==> config.mk <==
export PLATFORM = sky130hd
export DESIGN_NAME = gmii_tx_port_arbiter
export DESIGN_NICKNAME = d
export VERILOG_FILES = /design/src/rtl/gmii_pkg.sv /design/src/rtl/rr_arbiter.sv /design/src/rtl/gmii_tx_port_arbiter.sv
export SDC_FILE = /design/constraint.sdc
export NUM_CORES = 1
export LEC_CHECK = 0
export CAP_MARGIN = 20
export CORE_ASPECT_RATIO = 1.5
export CORE_MARGIN = 8
export CORE_UTILIZATION = 43
export DETAILED_ROUTE_END_ITERATION = 10
export PLACE_DENSITY = 0.81
export SYNTH_ARGS = -nofsm -noshare
export SYNTH_HDL_FRONTEND = slang
export SYNTH_SLANG_ARGS = --single-unit
export TNS_END_PERCENT = 20
==> constraint.sdc <==
create_clock -name sys_clk -period 2.6 [get_ports sys_clk]
set_input_delay 0.39 -clock sys_clk [delete_from_list [all_inputs] [get_ports sys_clk]]
set_output_delay 0.39 -clock sys_clk [all_outputs]
set_load 0.01 [all_outputs]
==> src/rtl/gmii_pkg.sv <==
// Shared types and constants for the GMII transmit-side port arbiter.
package gmii_pkg;

    typedef enum logic [1:0] {
        IDLE,
        PREAMBLE,
        DATA,
        IFG
    } tx_state_t;

    localparam logic [7:0]  GMII_PREAMBLE = 8'h55;
    localparam logic [7:0]  GMII_SFD      = 8'hD5;
    localparam int unsigned PREAMBLE_LEN  = 8;

    // Width of the shared preamble/IFG down-counter.
    function automatic int unsigned cnt_width(input int unsigned ifg_bytes);
        int unsigned m;
        m = (ifg_bytes > PREAMBLE_LEN) ? ifg_bytes : PREAMBLE_LEN;
        return $clog2(m + 1);
    endfunction

endpackage

==> src/rtl/rr_arbiter.sv <==
// Combinational round-robin arbiter: first requester at or above rr_ptr wins,
// wrapping modulo NPORTS.
module rr_arbiter #(
    parameter int unsigned  NPORTS = 4,
    localparam int unsigned PW     = $clog2(NPORTS)
) (
    input  logic [NPORTS-1:0] req,
    input  logic [PW-1:0]     rr_ptr,
    output logic [NPORTS-1:0] gnt_onehot,
    output logic [PW-1:0]     gnt_index,
    output logic              gnt_valid
);

    // Scan upward from the pointer; the first asserted request takes the grant.
    always_comb begin
        int unsigned idx;
        gnt_onehot = '0;
        gnt_index  = '0;
        gnt_valid  = 1'b0;
        idx        = 0;
        for (int unsigned i = 0; i < NPORTS; i++) begin
            idx = (32'(rr_ptr) + i) % NPORTS;
            if (!gnt_valid && req[idx]) begin
                gnt_valid       = 1'b1;
                gnt_onehot[idx] = 1'b1;
                gnt_index       = PW'(idx);
            end
        end
    end

endmodule

==> src/rtl/gmii_tx_port_arbiter.sv <==
// N-port GMII transmit merger: round-robin selects one whole frame at a time,
// optionally prepends preamble/SFD and enforces the inter-frame gap.
module gmii_tx_port_arbiter
    import gmii_pkg::*;
#(
    parameter int unsigned  NPORTS      = 4,
    parameter int unsigned  PREAMBLE_EN = 1,
    parameter int unsigned  IFG_BYTES   = 11,
    localparam int unsigned PW          = $clog2(NPORTS)
) (
    input  logic                sys_clk,
    input  logic                reset,
    input  logic [NPORTS-1:0]   port_enable,
    input  logic [NPORTS*8-1:0] in_data,
    input  logic [NPORTS-1:0]   in_valid,
    input  logic [NPORTS-1:0]   in_last,
    output logic [NPORTS-1:0]   in_ready,
    output logic [7:0]          gmii_txd,
    output logic                gmii_tx_en,
    output logic                gmii_tx_er,
    output logic [PW-1:0]       grant_port,
    output logic                busy,
    output logic                underrun
);

    localparam int unsigned CW = cnt_width(IFG_BYTES);

    tx_state_t       state, state_nx;
    logic [CW-1:0]   cnt, cnt_nx;
    logic            tail, tail_nx;
    logic            und_seen, und_seen_nx;
    logic [PW-1:0]   rr_ptr, rr_ptr_nx;
    logic [PW-1:0]   grant_nx;

    logic [7:0]      txd_nx;
    logic            tx_en_nx, tx_er_nx, underrun_nx;

    logic [NPORTS-1:0] cand, win_oh;
    logic [PW-1:0]     win_idx;
    logic              win_valid;

    logic [7:0]      g_data, w_data;
    logic            g_valid, g_last, w_last;

    function automatic logic [PW-1:0] next_port(input logic [PW-1:0] p);
        return (p == PW'(NPORTS - 1)) ? '0 : p + 1'b1;
    endfunction

    assign cand = in_valid & port_enable;
    assign busy = (state != IDLE);

    rr_arbiter #(
        .NPORTS (NPORTS)
    ) u_rr_arbiter (
        .req        (cand),
        .rr_ptr     (rr_ptr),
        .gnt_onehot (win_oh),
        .gnt_index  (win_idx),
        .gnt_valid  (win_valid)
    );

    // Byte/valid/last of the granted port and of the arbitration winner.
    always_comb begin
        g_data  = '0;
        g_valid = 1'b0;
        g_last  = 1'b0;
        w_data  = '0;
        w_last  = 1'b0;
        for (int unsigned i = 0; i < NPORTS; i++) begin
            if (PW'(i) == grant_port) begin
                g_data  = in_data[8*i +: 8];
                g_valid = in_valid[i];
                g_last  = in_last[i];
            end
            if (win_oh[i]) begin
                w_data = in_data[8*i +: 8];
                w_last = in_last[i];
            end
        end
    end

    // State register plus registered GMII outputs.
    always_ff @(posedge sys_clk) begin
        if (reset) begin
            state      <= IDLE;
            cnt        <= '0;
            tail       <= 1'b0;
            und_seen   <= 1'b0;
            rr_ptr     <= '0;
            grant_port <= '0;
            gmii_txd   <= '0;
            gmii_tx_en <= 1'b0;
            gmii_tx_er <= 1'b0;
            underrun   <= 1'b0;
        end else begin
            state      <= state_nx;
            cnt        <= cnt_nx;
            tail       <= tail_nx;
            und_seen   <= und_seen_nx;
            rr_ptr     <= rr_ptr_nx;
            grant_port <= grant_nx;
            gmii_txd   <= txd_nx;
            gmii_tx_en <= tx_en_nx;
            gmii_tx_er <= tx_er_nx;
            underrun   <= underrun_nx;
        end
    end

    // Next-state logic. The first preamble byte is launched on the IDLE exit
    // edge, so PREAMBLE only counts the remaining seven. After the last byte is
    // accepted, DATA holds one extra 'tail' cycle while that byte is on the wire.
    always_comb begin
        state_nx    = state;
        cnt_nx      = cnt;
        tail_nx     = tail;
        und_seen_nx = und_seen;
        rr_ptr_nx   = rr_ptr;
        grant_nx    = grant_port;
        unique case (state)
            IDLE: begin
                if (win_valid) begin
                    grant_nx    = win_idx;
                    und_seen_nx = 1'b0;
                    if (PREAMBLE_EN != 0) begin
                        state_nx = PREAMBLE;
                        cnt_nx   = CW'(PREAMBLE_LEN - 2);
                        tail_nx  = 1'b0;
                    end else begin
                        state_nx = DATA;
                        tail_nx  = w_last;
                        if (w_last) begin
                            rr_ptr_nx = next_port(win_idx);
                        end
                    end
                end
            end
            PREAMBLE: begin
                if (cnt == '0) begin
                    state_nx = DATA;
                end else begin
                    cnt_nx = cnt - 1'b1;
                end
            end
            DATA: begin
                if (tail) begin
                    tail_nx = 1'b0;
                    if (IFG_BYTES == 0) begin
                        state_nx = IDLE;
                    end else begin
                        state_nx = IFG;
                        cnt_nx   = CW'(IFG_BYTES - 1);
                    end
                end else if (g_valid) begin
                    if (g_last) begin
                        tail_nx   = 1'b1;
                        rr_ptr_nx = next_port(grant_port);
                    end
                end else begin
                    und_seen_nx = 1'b1;
                end
            end
            IFG: begin
                if (cnt == '0) begin
                    state_nx = IDLE;
                end else begin
                    cnt_nx = cnt - 1'b1;
                end
            end
            default: state_nx = IDLE;
        endcase
    end

    // Output logic: next values of the GMII registers and the ready strobes.
    always_comb begin
        txd_nx      = '0;
        tx_en_nx    = 1'b0;
        tx_er_nx    = 1'b0;
        underrun_nx = 1'b0;
        in_ready    = '0;
        unique case (state)
            IDLE: begin
                if (win_valid) begin
                    tx_en_nx = 1'b1;
                    if (PREAMBLE_EN != 0) begin
                        txd_nx = GMII_PREAMBLE;
                    end else begin
                        txd_nx   = w_data;
                        in_ready = win_oh;
                    end
                end
            end
            PREAMBLE: begin
                tx_en_nx = 1'b1;
                txd_nx   = (cnt == '0) ? GMII_SFD : GMII_PREAMBLE;
            end
            DATA: begin
                if (!tail) begin
                    tx_en_nx = 1'b1;
                    for (int unsigned i = 0; i < NPORTS; i++) begin
                        if (PW'(i) == grant_port) begin
                            in_ready[i] = 1'b1;
                        end
                    end
                    if (g_valid) begin
                        txd_nx = g_data;
                    end else begin
                        tx_er_nx    = 1'b1;
                        underrun_nx = !und_seen;
                    end
                end
            end
            IFG: begin
                tx_en_nx = 1'b0;
            end
            default: tx_en_nx = 1'b0;
        endcase
    end

endmodule

### Word-level counts from Yosys, hierarchy flattened

Index checks and enable logic that the tools add are counted.

* register bits after elaboration: 23
* input port bits: 46
* output and inout port bits: 18

* add/subtract/negate cells: 5
* order comparisons: 4
* eq/ne operators: 14
* mux-type cells: 61
* bitwise operators: 3
* reductions and logical operators: 21

Operators by type and width (count)
* two-way mux 8 bit: 7
* two-way mux 1 bit: 29
* case mux 8 bit (3 select lines): 1
* two-way mux 4 bit: 5
* two-way mux 2 bit: 9
* < comparator 2 x 3 -> 1 bit, second input constant: 4
* != test 2 bit, second input constant: 6
* case mux 4 bit (3 select lines): 1
* AND reduction 4 bit: 3
* binary-select mux 1 bit (select 2 bit): 4
* case mux 2 bit (4 select lines): 1
* two-way mux 7 bit: 1
* equality test 2 bit, second input constant: 3
* adder 2 x 1 -> 2 bit, second input constant: 2
* adder 2 bit, second input constant: 2
* bitwise AND 4 bit: 1
* equality test 2 bit, first input constant: 2
* logical NOT 1 bit: 4
* logical NOT 2 bit: 2
* logical NOT 4 bit: 1
* case mux 1 bit (2 select lines): 2
* case mux 1 bit (4 select lines): 1
* AND reduction 2 bit: 2
* nonzero test 2 bit: 2
* 10 further kinds: 13

### Depth between registers and ports, before layout

Gate-level depths: netlist of run 1.

* depth in word-level cells: 15
* mapped depth: 8
* gate-level depth less buffers: 7

### Modules after synthesis

From an unflattened synthesis of run 1, not the netlist that was laid out.

* cell total of the unflattened synthesis: 213
* area total of the unflattened synthesis: 1796.7 sq um

By module, submodules not included
* gmii_tx_port_arbiter: instances 1, cells each 168, area each 1373.8 sq um, sequential area each 460.4 sq um
* rr_arbiter: instances 1, cells each 45, area each 422.9 sq um, sequential area each 0.0 sq um

### Least setup slack after synthesis of run 1

OpenSTA, ideal clock, no wires.

* path type: flip-flop to flip-flop
* start point: register grant_port[0]
* end point: register rr_ptr[0]
* setup time: 0.071 ns
* data arrival time: 1.784 ns
* data required time: 2.529 ns
* path slack: 0.745 ns
* cell stages (with the launch flop): 9
* path buffers: 1
* clock period less this slack: 1.855 ns
* cell sequence: dfxtp_1 -> inv_1 -> ha_1 -> buf_4 -> nand2b_4 -> o22a_4 -> nand3_4 -> or4_1 -> a21oi_1

* cells in the longest elaborated chain, start to end: 6
* elaborated cells between the ends (all ways): 16
* classes of those cells: add/sub (1); eq/ne (4); mux (9); reduce/logical (2)

Ends and longest elaborated chain
* from (decl): line gmii_tx_port_arbiter.sv:21 `output logic [PW-1:0] grant_port,`
* from (signal assigned): line gmii_tx_port_arbiter.sv:101 `grant_port <= grant_nx;`
* logical NOT 2 bit: line gmii_tx_port_arbiter.sv:70 `if (PW'(i) == grant_port) begin`
* two-way mux 1 bit (4 in series): line gmii_tx_port_arbiter.sv:70
* AND reduction 4 bit (no line)
* to (signal assigned): line gmii_tx_port_arbiter.sv:100 `rr_ptr <= rr_ptr_nx;`
* to (decl): line gmii_tx_port_arbiter.sv:32 `logic [PW-1:0] rr_ptr, rr_ptr_nx;`

Several ways; a longest one is shown, not always the timed one.
A chain may end at the register's enable or synchronous reset.

### Worst setup path after layout of run 1

* start point: register state[0]
* end point: output port in_ready[1]

* cells in the longest elaborated chain, start to end: 2

Ends and longest elaborated chain
* from (decl): line gmii_tx_port_arbiter.sv:28 `tx_state_t state, state_nx;`
* from (signal assigned): line gmii_tx_port_arbiter.sv:96 `state <= state_nx;`
* equality test 2 bit: line gmii_tx_port_arbiter.sv:180 `unique case (state)`
* two-way mux 4 bit
* to (decl): line gmii_tx_port_arbiter.sv:17 `output logic [NPORTS-1:0] in_ready,`

No other way between the ends.

==> results by group, run 1 <==
Cells and area
  • Multi-input logic area: 987 um^2
  • Nets: 310
  • FILL cells: 301
  • Synth-to-Final Area Change: 46.3%
  • Share of layout cells above drive strength 1: 6.35%
  • Inserted Diodes: 0
  • Seq. cell area: 460 um^2

Detailed routing
  • Routed via count: 1595
  • Initial DRT Pass Iterations: 4
  • Antenna viol nets, final: 0
  • Remaining DRCs: 0
  • Vias per inst: 5.43
  • Routed wire per std cell: 16.1 um
  • Initial drt markers: 67
  • Final WL: 4740 um

Floorplanning
  • Die width: 64.7 um
  • Die ar.: 5770 um^2
  • Io pins: 64
  • Die Height: 89.1 um
  • Effective utilization at floorplan: 44.9%
  • Row cnt: 26
  • Placeable core area: 3420 um^2

Place
  • Pre-CTS setup slack: 414 ps
  • HPWL Detailed: 3850 um
  • Routability cong.: 0.895
  • # port buffers: 63

Timing
  • Tcrit/Tclk final: 95.1%
  • Worst-Margin Slew: 523 ps
  • Hold Vio Cnt, Final: 0
  • Slew Viols, Final: 0
  • RSZ-0062 raised after global routing: false
  • Fin crit period: 2470 ps
  • Fmax: 0.405 GHz
  • Max_slew headroom: 65.1%
  • Final setup viols: 0
  • Setup Total Neg Slack: 0 ps
  • Clock Skew: 4.86 ps
  • Final setup margin: 129 ps

Status
  • Status: finished clean

Clock network
  • CTS tree: built
  • H-tree Lvls: 1
  • CTS Root Cell: clkbuf_8
  • Buffer levels on the longest clock path: 2
  • Post-CTS setup buffer count: 0
  • Num CTS Buffers: 3
  • Worst-path clk slew: 80 ps
  • PostCTS Resize Cnt: 0
  • # hold bufs at CTS: 0
  • Clock Sinks: 23
  • Clock Latency Late Sink: 260 ps

Yosys
  • Syn_nets: 246
  • Cells after synthesis: 189
  • Seq cells post-synth: 23
  • Top-area cell type share of the netlist area: 30.0%
  • Sequential area share after synthesis: 30.0%
  • Synth area leader: dfxtp_1
  • Post-synth EDFFs: 0
  • Distinct cells, synth: 49
  • Dominant cell by count in the synthesized netlist: dfxtp_1
  • Mapped cell area: 1530 um^2
  • Synth async-reset ratio: 0%
  • Synth cell count leaders: dfxtp_1 (23), nand2_1 (21), nor2_1 (16)
  • Dominant synthesized flop cell: dfxtp_1
  • Yosys warns: 0
  • Mean post-synth cell area: 8.11 um^2
  • Largest cells by area after synthesis: dfxtp_1 (30%), ha_1 (9.0%), nand2_1 (5.1%)

Job
  • Max-cap violations: 0

Critical path
  • Critical path launch point type: flip-flop
  • Endpoint class of the critical path: output pin
  • CP arrival: 2080 ps
  • Max stage delay on crit path: 530 ps
  • CP max-delay cell: clkdlybuf4s50_1
  • Reg-to-reg slack, setup: 390 ps
  • Crit Path Class: flip-flop to output pin
  • CP required: 2210 ps
  • Worst Path Max Fanout: 7
  • Cell Chain, Critical Path: inv_1 > ha_1 > nor2b_1 > and2_1 > clkdlybuf4s50_1

Power and ir drop
  • Pleak: 0.860 nW
  • Worst IR Drop VDD: 612 uV
  • Pwr Density: 752 nW/um^2
  • Total Power: 1.69 mW

Worst hold path
  • Worst Hold Class: flip-flop to flip-flop

Global route
  • GRT met2 Usage: 30.0%
  • Met1 Use GR: 18.6%
  • Initial antenna violation count: 0
  • Met3 Use GR: 2.89%
  • Vias in the first global route: 1566
  • Busiest metal layer after global routing: met2
  • Remaining Overflow, GRT: 0
  • First-pass GRT wire length: 7560 um
  • Gr usage total: 16.3%
  • Largest net degree at the start of global routing: 13
==> worst max-delay path, delay by kind of cell (launching register included) <==
kind                     cells  cell delay (ps)
buffers and inverters        2              700
AND/OR/NAND/NOR              2              480
flip-flops                   1              370
adder cells (fa/ha/maj)      1              270
==> sequential cells by signal (all words and copies together) (netlist names) <==
signal / flops
tail: 1
und_seen: 1
gmii_tx_en: 1
underrun: 1
rr_ptr: 2
gmii_tx_er: 1
cnt: 4
grant_port: 2
state: 2
gmii_txd: 8
==> report_power, final <==
group	switching [mW]	internal (mW)	total, mW	leakage [nW]
Sequential	0.0733	0.441	0.515	0.189
Combinational	0.499	0.456	0.955	0.649
Clock	0.108	0.109	0.217	0.0228
Total	0.680	1.01	1.69	0.860
==> metrics by stage <==
step	util [%]	cell area (um^2)	hold WS, ps	instances
floorplan	-	1530	392	189
global placement	64.3	2200	410	290
detailed placement	64.3	2200	407	290
CTS	65.6	2240	424	294
global route	65.6	2240	458	294
finish	65.6	2240	432	294
==> worst paths after layout <==
path / from / depth (start not counted) / end
worst min-delay path: und_seen / 1 / underrun
worst min register to register: und_seen / 1 / underrun
worst max-delay path: state[0] / 5 / in_ready[1]
worst max register to register: grant_port[1] / 6 / rr_ptr[0]
==> area by class of cell <==
cell class,count,area share (%)
repair buffers,67,29.5
flip-flops and latches,23,20.5
multi-input cells,149,44.0
inverters,9,1.62
clock buffers,4,2.01
well taps,42,2.34
==> cell families after synthesis <==
kind of cell | share of synthesized area [%]
muxes | 1.96
buffers and inverters | 5.55
adders and majority gates | 8.98
AOI/OAI and AO/OA | 26.0
and+or+nand+nor | 27.4
DFF | 30.0
==> per-layer routing <==
metal | up-vias | routed length (um)
li1 | 810 | -
met1 | 727 | 2070
met2 | 56 | 2360
met3 | 2 | 275
met4 | 0 | 31
met5 | - | 0
==> layout by cell type (no fill, tap or decap), types with 8 or more instances in the layout <==
master           count
dfxtp_1             23
nand2_1             21
nor3_1               9
nor2b_1             10
nor2_1              16
ha_1                11
inv_1                8
a21oi_1             15
o21ai_0              8
clkdlybuf4s50_1     63
Power figures use the tool's default switching activity.
==> run 2: changes to the inputs <==
--- a/config.mk
+++ b/config.mk
@@ -6,7 +6,6 @@
 export NUM_CORES = 1
 export LEC_CHECK = 0
 export CAP_MARGIN = 20
-export CORE_ASPECT_RATIO = 1.5
 export CORE_MARGIN = 8
 export CORE_UTILIZATION = 43
 export DETAILED_ROUTE_END_ITERATION = 10
==> results by group, run 2 (synthesis results as in run 1) <==
Status
  • Status: finished clean

Critical path
  • Critical path launch point type: flip-flop
  • Endpoint class of the critical path: output pin
  • CP arrival: 2090 ps
  • Worst Path Max Fanout: 7
  • Crit Path Class: flip-flop to output pin
  • CP required: 2210 ps

Detailed routing
  • Initial drt markers: 108
  • Vias per inst: 5.49
  • Final WL: 4770 um
  • Remaining DRCs: 0
  • Antenna viol nets, final: 0
  • Initial DRT Pass Iterations: 5
  • Routed wire per std cell: 16.1 um
  • Routed via count: 1625

Timing
  • Clock Skew: 1.90 ps
  • Max_slew headroom: 66.0%
  • Tcrit/Tclk final: 95.4%
  • Slew Viols, Final: 0
  • Setup Total Neg Slack: 0 ps
  • Hold Vio Cnt, Final: 0
  • Worst-Margin Slew: 510 ps
  • RSZ-0062 raised after global routing: false
  • Fin crit period: 2480 ps
  • Fmax: 0.403 GHz
  • Final setup viols: 0

Place
  • # port buffers: 63
  • Routability cong.: 0.837
  • HPWL Detailed: 3770 um

Power and ir drop
  • Int Pwr: 0.950 mW
  • Worst IR Drop VDD: 597 uV
  • P_sw: 0.681 mW
  • Total Power: 1.63 mW
  • Pleak: 0.845 nW
  • Pwr Density: 735 nW/um^2
  • Switch share: 41.8%
  • Power share of the sequential group: 31.6%
  • Clock Power Share: 10.4%
  • Gate power share: 58.0%

Cells and area
  • Share of layout cells above drive strength 1: 6.80%
  • Top Registers: gmii_txd x8, cnt x4
  • Inserted Diodes: 0
  • Nets: 308
  • Synth-to-Final Area Change: 44.8%
  • Commonest non-fill, non-tap cell in the layout: clkdlybuf4s50_1
  • Max reg flops: 8
  • Leading cell types in the layout, fill and taps excluded: clkdlybuf4s50_1 (63), dfxtp_1 (23), nand2_1 (21)
  • Largest reg by FF count: gmii_txd

Clock network
  • H-tree Lvls: 1
  • # hold bufs at CTS: 0
  • Clock Latency Late Sink: 310 ps
  • Worst-path clk slew: 130 ps
  • Buffer levels on the longest clock path: 2
  • Clock Sinks: 23
  • CTS tree: built
  • Num CTS Buffers: 3
  • CTS Root Cell: clkbuf_4

Global route
  • Gr usage total: 16.6%
  • First-pass GRT wire length: 7400 um
  • Largest net degree at the start of global routing: 22
  • Vias in the first global route: 1622
  • Remaining Overflow, GRT: 0
  • Initial antenna violation count: 0

Floorplanning
  • Die ar.: 5730 um^2
  • Row cnt: 21
  • Effective utilization at floorplan: 45.2%
  • Placeable core area: 3390 um^2
  • Die width: 75.7 um
  • Die Height: 75.7 um
  • Io pins: 64

Worst hold path
  • Worst Hold Class: flip-flop to flip-flop

Job
  • Max-cap violations: 0
run 2: changes by cell type in the layout (fill, tap and decap cells not counted), sizes merged:
cell and delta:
clkbuf -1, clkinv +1, buf -2
run 2: path summary, 6_finish.rpt:
path | startpoint | to | slack [ps] | cells past startpoint
worst max-delay path | state[0] | in_ready[0] | 120 | 5
worst min-delay path | und_seen | underrun | 440 | 1
worst max register to register | grant_port[1] | rr_ptr[0] | 360 | 6
worst min register to register | und_seen | underrun | 440 | 1
run 2: layout make-up:
type                            instances  area (um^2)
Clock inverter                          1         5.00
Sequential cell                        23          460
Fill cell                             283         1170
Timing Repair Buffer                   65          646
Inverter                                9         36.3
Multi-Input combinational cell        149          992
Clock buffer                            3         22.5
Tap cell                               46         57.6
run 2: metal layers:
layer / wire length (um) / up-vias / GRT usage (%)
met5: 0 / - / 0
met3: 410 / 8 / 2.89
met4: 76 / 0 / 5.97
met2: 2100 / 68 / 29.1
met1: 2180 / 740 / 19.7
li1: - / 809 / -
run 2: repair_timing:
item,4_1_cts,5_1_grt
endpoints found under the setup margin,0,4
endpoints found under the hold margin,0,0
gates resized for setup,0,2
buffers inserted,0,0
run 2: critical path, cell delays in order (launching register included):
cell,delay [ps]
dfxtp_1,400
inv_1,160
ha_1,260
nor2b_2,250
and2_1,160
clkdlybuf4s50_1,550
run 2: power groups by stage:
stage	Sequential (mW)	Clock [mW]	Combinational (mW)
2_1_floorplan	0.528	0	0.607
3_3_place_gp	0.517	0	0.932
3_5_place_dp	0.522	0	0.942
4_1_cts	0.513	0.177	0.946
5_1_grt	0.527	0.190	1.06
6_report	0.516	0.170	0.946
run 2: per-stage QoR:
step	cells	hold slack [ps]	worst slack [ps]	instance area, um^2	utilization (%)
global placement	292	424	436	2190	64.5
CTS	296	436	13.1	2210	65.3
floorplan	189	392	745	1530	-
global route	296	467	7.51	2220	65.5
finish	296	439	119	2220	65.5
detailed placement	292	417	383	2190	64.5
==> run 3: changes to the inputs <==
--- a/config.mk
+++ b/config.mk
@@ -7,9 +7,10 @@
 export LEC_CHECK = 0
 export CAP_MARGIN = 20
 export CORE_MARGIN = 8
-export CORE_UTILIZATION = 43
+export CORE_UTILIZATION = 40
 export DETAILED_ROUTE_END_ITERATION = 10
-export PLACE_DENSITY = 0.81
+export PLACE_DENSITY = 0.76
+export SETUP_SLACK_MARGIN = 0.15
 export SYNTH_ARGS = -nofsm -noshare
 export SYNTH_HDL_FRONTEND = slang
 export SYNTH_SLANG_ARGS = --single-unit
==> results by group, run 3 (synthesis results as in run 1) <==
Clock network
  • Num CTS Buffers: 3
  • Worst-path clk slew: 90 ps
  • # hold bufs at CTS: 0
  • Clock Sinks: 23
  • CTS Root Cell: clkbuf_8
  • Post-CTS setup buffer count: 0
  • Buffer levels on the longest clock path: 2
  • Clock Latency Late Sink: 260 ps
  • CTS tree: built
  • PostCTS Resize Cnt: 2
  • H-tree Lvls: 1

Power and ir drop
  • Pleak: 0.852 nW
  • Worst IR Drop VDD: 583 uV
  • Pwr Density: 754 nW/um^2

Status
  • Status: finished clean

Place
  • DP Area: 2190 um^2
  • Routability cong.: 0.803
  • HPWL Detailed: 3730 um
  • # port buffers: 63

Detailed routing
  • Vias per inst: 5.30
  • Antenna viol nets, final: 0
  • Routed via count: 1579
  • Remaining DRCs: 0
  • Final WL: 4650 um
  • Routed wire per std cell: 15.6 um
  • Initial drt markers: 76
  • Initial DRT Pass Iterations: 4

Floorplanning
  • Die ar.: 6070 um^2
  • Row cnt: 22
  • Io pins: 64
  • Placeable core area: 3660 um^2
  • Die Height: 77.9 um
  • Effective utilization at floorplan: 41.9%
  • Die width: 77.9 um

Critical path
  • Max stage delay on crit path: 530 ps
  • CP max-delay cell: clkdlybuf4s50_1
  • Cell Chain, Critical Path: inv_1 > ha_2 > nor2b_4 > and2_1 > clkdlybuf4s50_1
  • Critical path launch point type: flip-flop
  • Worst Path Max Fanout: 7
  • R2r endpoint: rr_ptr[0]
  • Cell depth of the worst flop-to-flop path: 6
  • Reg-to-reg slack, setup: 390 ps
  • CP required: 2210 ps
  • CP arrival: 1930 ps
  • Crit-path leading delay family: buffers and inverters
  • Worst R2R Start: grant_port[0]
  • Crit Path Class: flip-flop to output pin
  • Bufs and invs on worst path: 2
  • Endpoint class of the critical path: output pin

Cells and area
  • Seq. cell area: 460 um^2
  • Share of layout cells above drive strength 1: 7.20%
  • Multi-input logic area: 1000 um^2
  • Nets: 308
  • Top Registers: gmii_txd x8, cnt x4
  • Final Cell Area: 2250 um^2
  • Largest reg by FF count: gmii_txd
  • Commonest non-fill, non-tap cell in the layout: clkdlybuf4s50_1
  • FILL cells: 348
  • Inserted Diodes: 0
  • Max reg flops: 8
  • Leading cell types in the layout, fill and taps excluded: clkdlybuf4s50_1 (63), dfxtp_1 (23), nand2_1 (21)
  • Synth-to-Final Area Change: 46.7%

Job
  • Max-cap violations: 0

Global route
  • Initial antenna violation count: 0
  • Busiest metal layer after global routing: met2
  • GRT met2 Usage: 25.4%
  • Met1 Use GR: 19.8%
  • Vias in the first global route: 1580
  • Largest net degree at the start of global routing: 22
  • Met3 Use GR: 3.11%
  • First-pass GRT wire length: 7690 um
  • Gr usage total: 15.4%
  • Remaining Overflow, GRT: 0

Timing
  • Worst-Margin Slew: 502 ps
  • Hold Vio Cnt, Final: 0
  • Fmax: 0.432 GHz
  • Setup Total Neg Slack: 0 ps
  • Max_slew headroom: 66.5%
  • Fin crit period: 2320 ps
  • Slew Viols, Final: 0
  • Min Hold Slack: 477 ps
  • RSZ-0062 raised after global routing: false
  • Clock Skew: 7.59 ps
  • Final setup viols: 0
  • Tcrit/Tclk final: 89.1%

Worst hold path
  • Hold depth: 1
  • Hold EP: underrun
  • Hold path startpoint: und_seen
  • Worst Hold Class: flip-flop to flip-flop
-- run 3: worst max path at each step --
| stage | end | depth (start not counted) | startpoint | slack [ps] |
|---|---|---|---|---|
| 2_1_floorplan | rr_ptr[0] | 8 | grant_port[0] | 750 |
| 3_3_place_gp | rr_ptr[0] | 6 | grant_port[0] | 420 |
| 3_5_place_dp | in_ready[1] | 5 | state[0] | 410 |
| 4_1_cts | in_ready[0] | 5 | state[0] | 200 |
| 5_1_grt | in_ready[3] | 3 | grant_port[0] | 170 |
| 6_report | in_ready[1] | 5 | state[0] | 280 |
-- run 3: metrics by stage --
| step | setup slack, ps | total power, mW | cells | utilization, % |
|---|---|---|---|---|
| 4_1_cts | 197 | 1.70 | 298 | 61.2 |
| 2_1_floorplan | 745 | 1.14 | 189 | - |
| 3_3_place_gp | 422 | 1.46 | 294 | 59.8 |
| 6_report | 284 | 1.69 | 298 | 61.4 |
| 5_1_grt | 167 | 1.86 | 298 | 61.4 |
| 3_5_place_dp | 414 | 1.47 | 294 | 59.8 |
-- run 3: worst reg2reg max path, cell delays in order, from the launching register on --
cell and delay, ps:
dfxtp_1 430, ha_1 510, nand2b_4 280, o22a_4 170
nand3_4 120, or4_1 490, a21oi_1 150
-- run 3: layer usage --
layer | share of wire, % | vias up
li1 | - | 811
met1 | 48 | 711
met2 | 45 | 51
met3 | 5.1 | 6
met4 | 1.2 | 0
met5 | 0 | -
-- run 3: final cells by class --
type                       count  area share [%]
clock buffer                   3            1.84
clock inverter                 1           0.223
inverter                       9            1.61
multi-input combinational    149            44.5
sequential                    23            20.5
tap                           48            2.67
timing repair buffer          65            28.7
-- run 3: where the power goes --
group | total (mW) | switching, mW | internal [mW]
registers | 0.517 | 0.0757 | 0.441
logic | 0.957 | 0.500 | 0.457
clock network | 0.221 | 0.114 | 0.107
total | 1.69 | 0.690 | 1.00
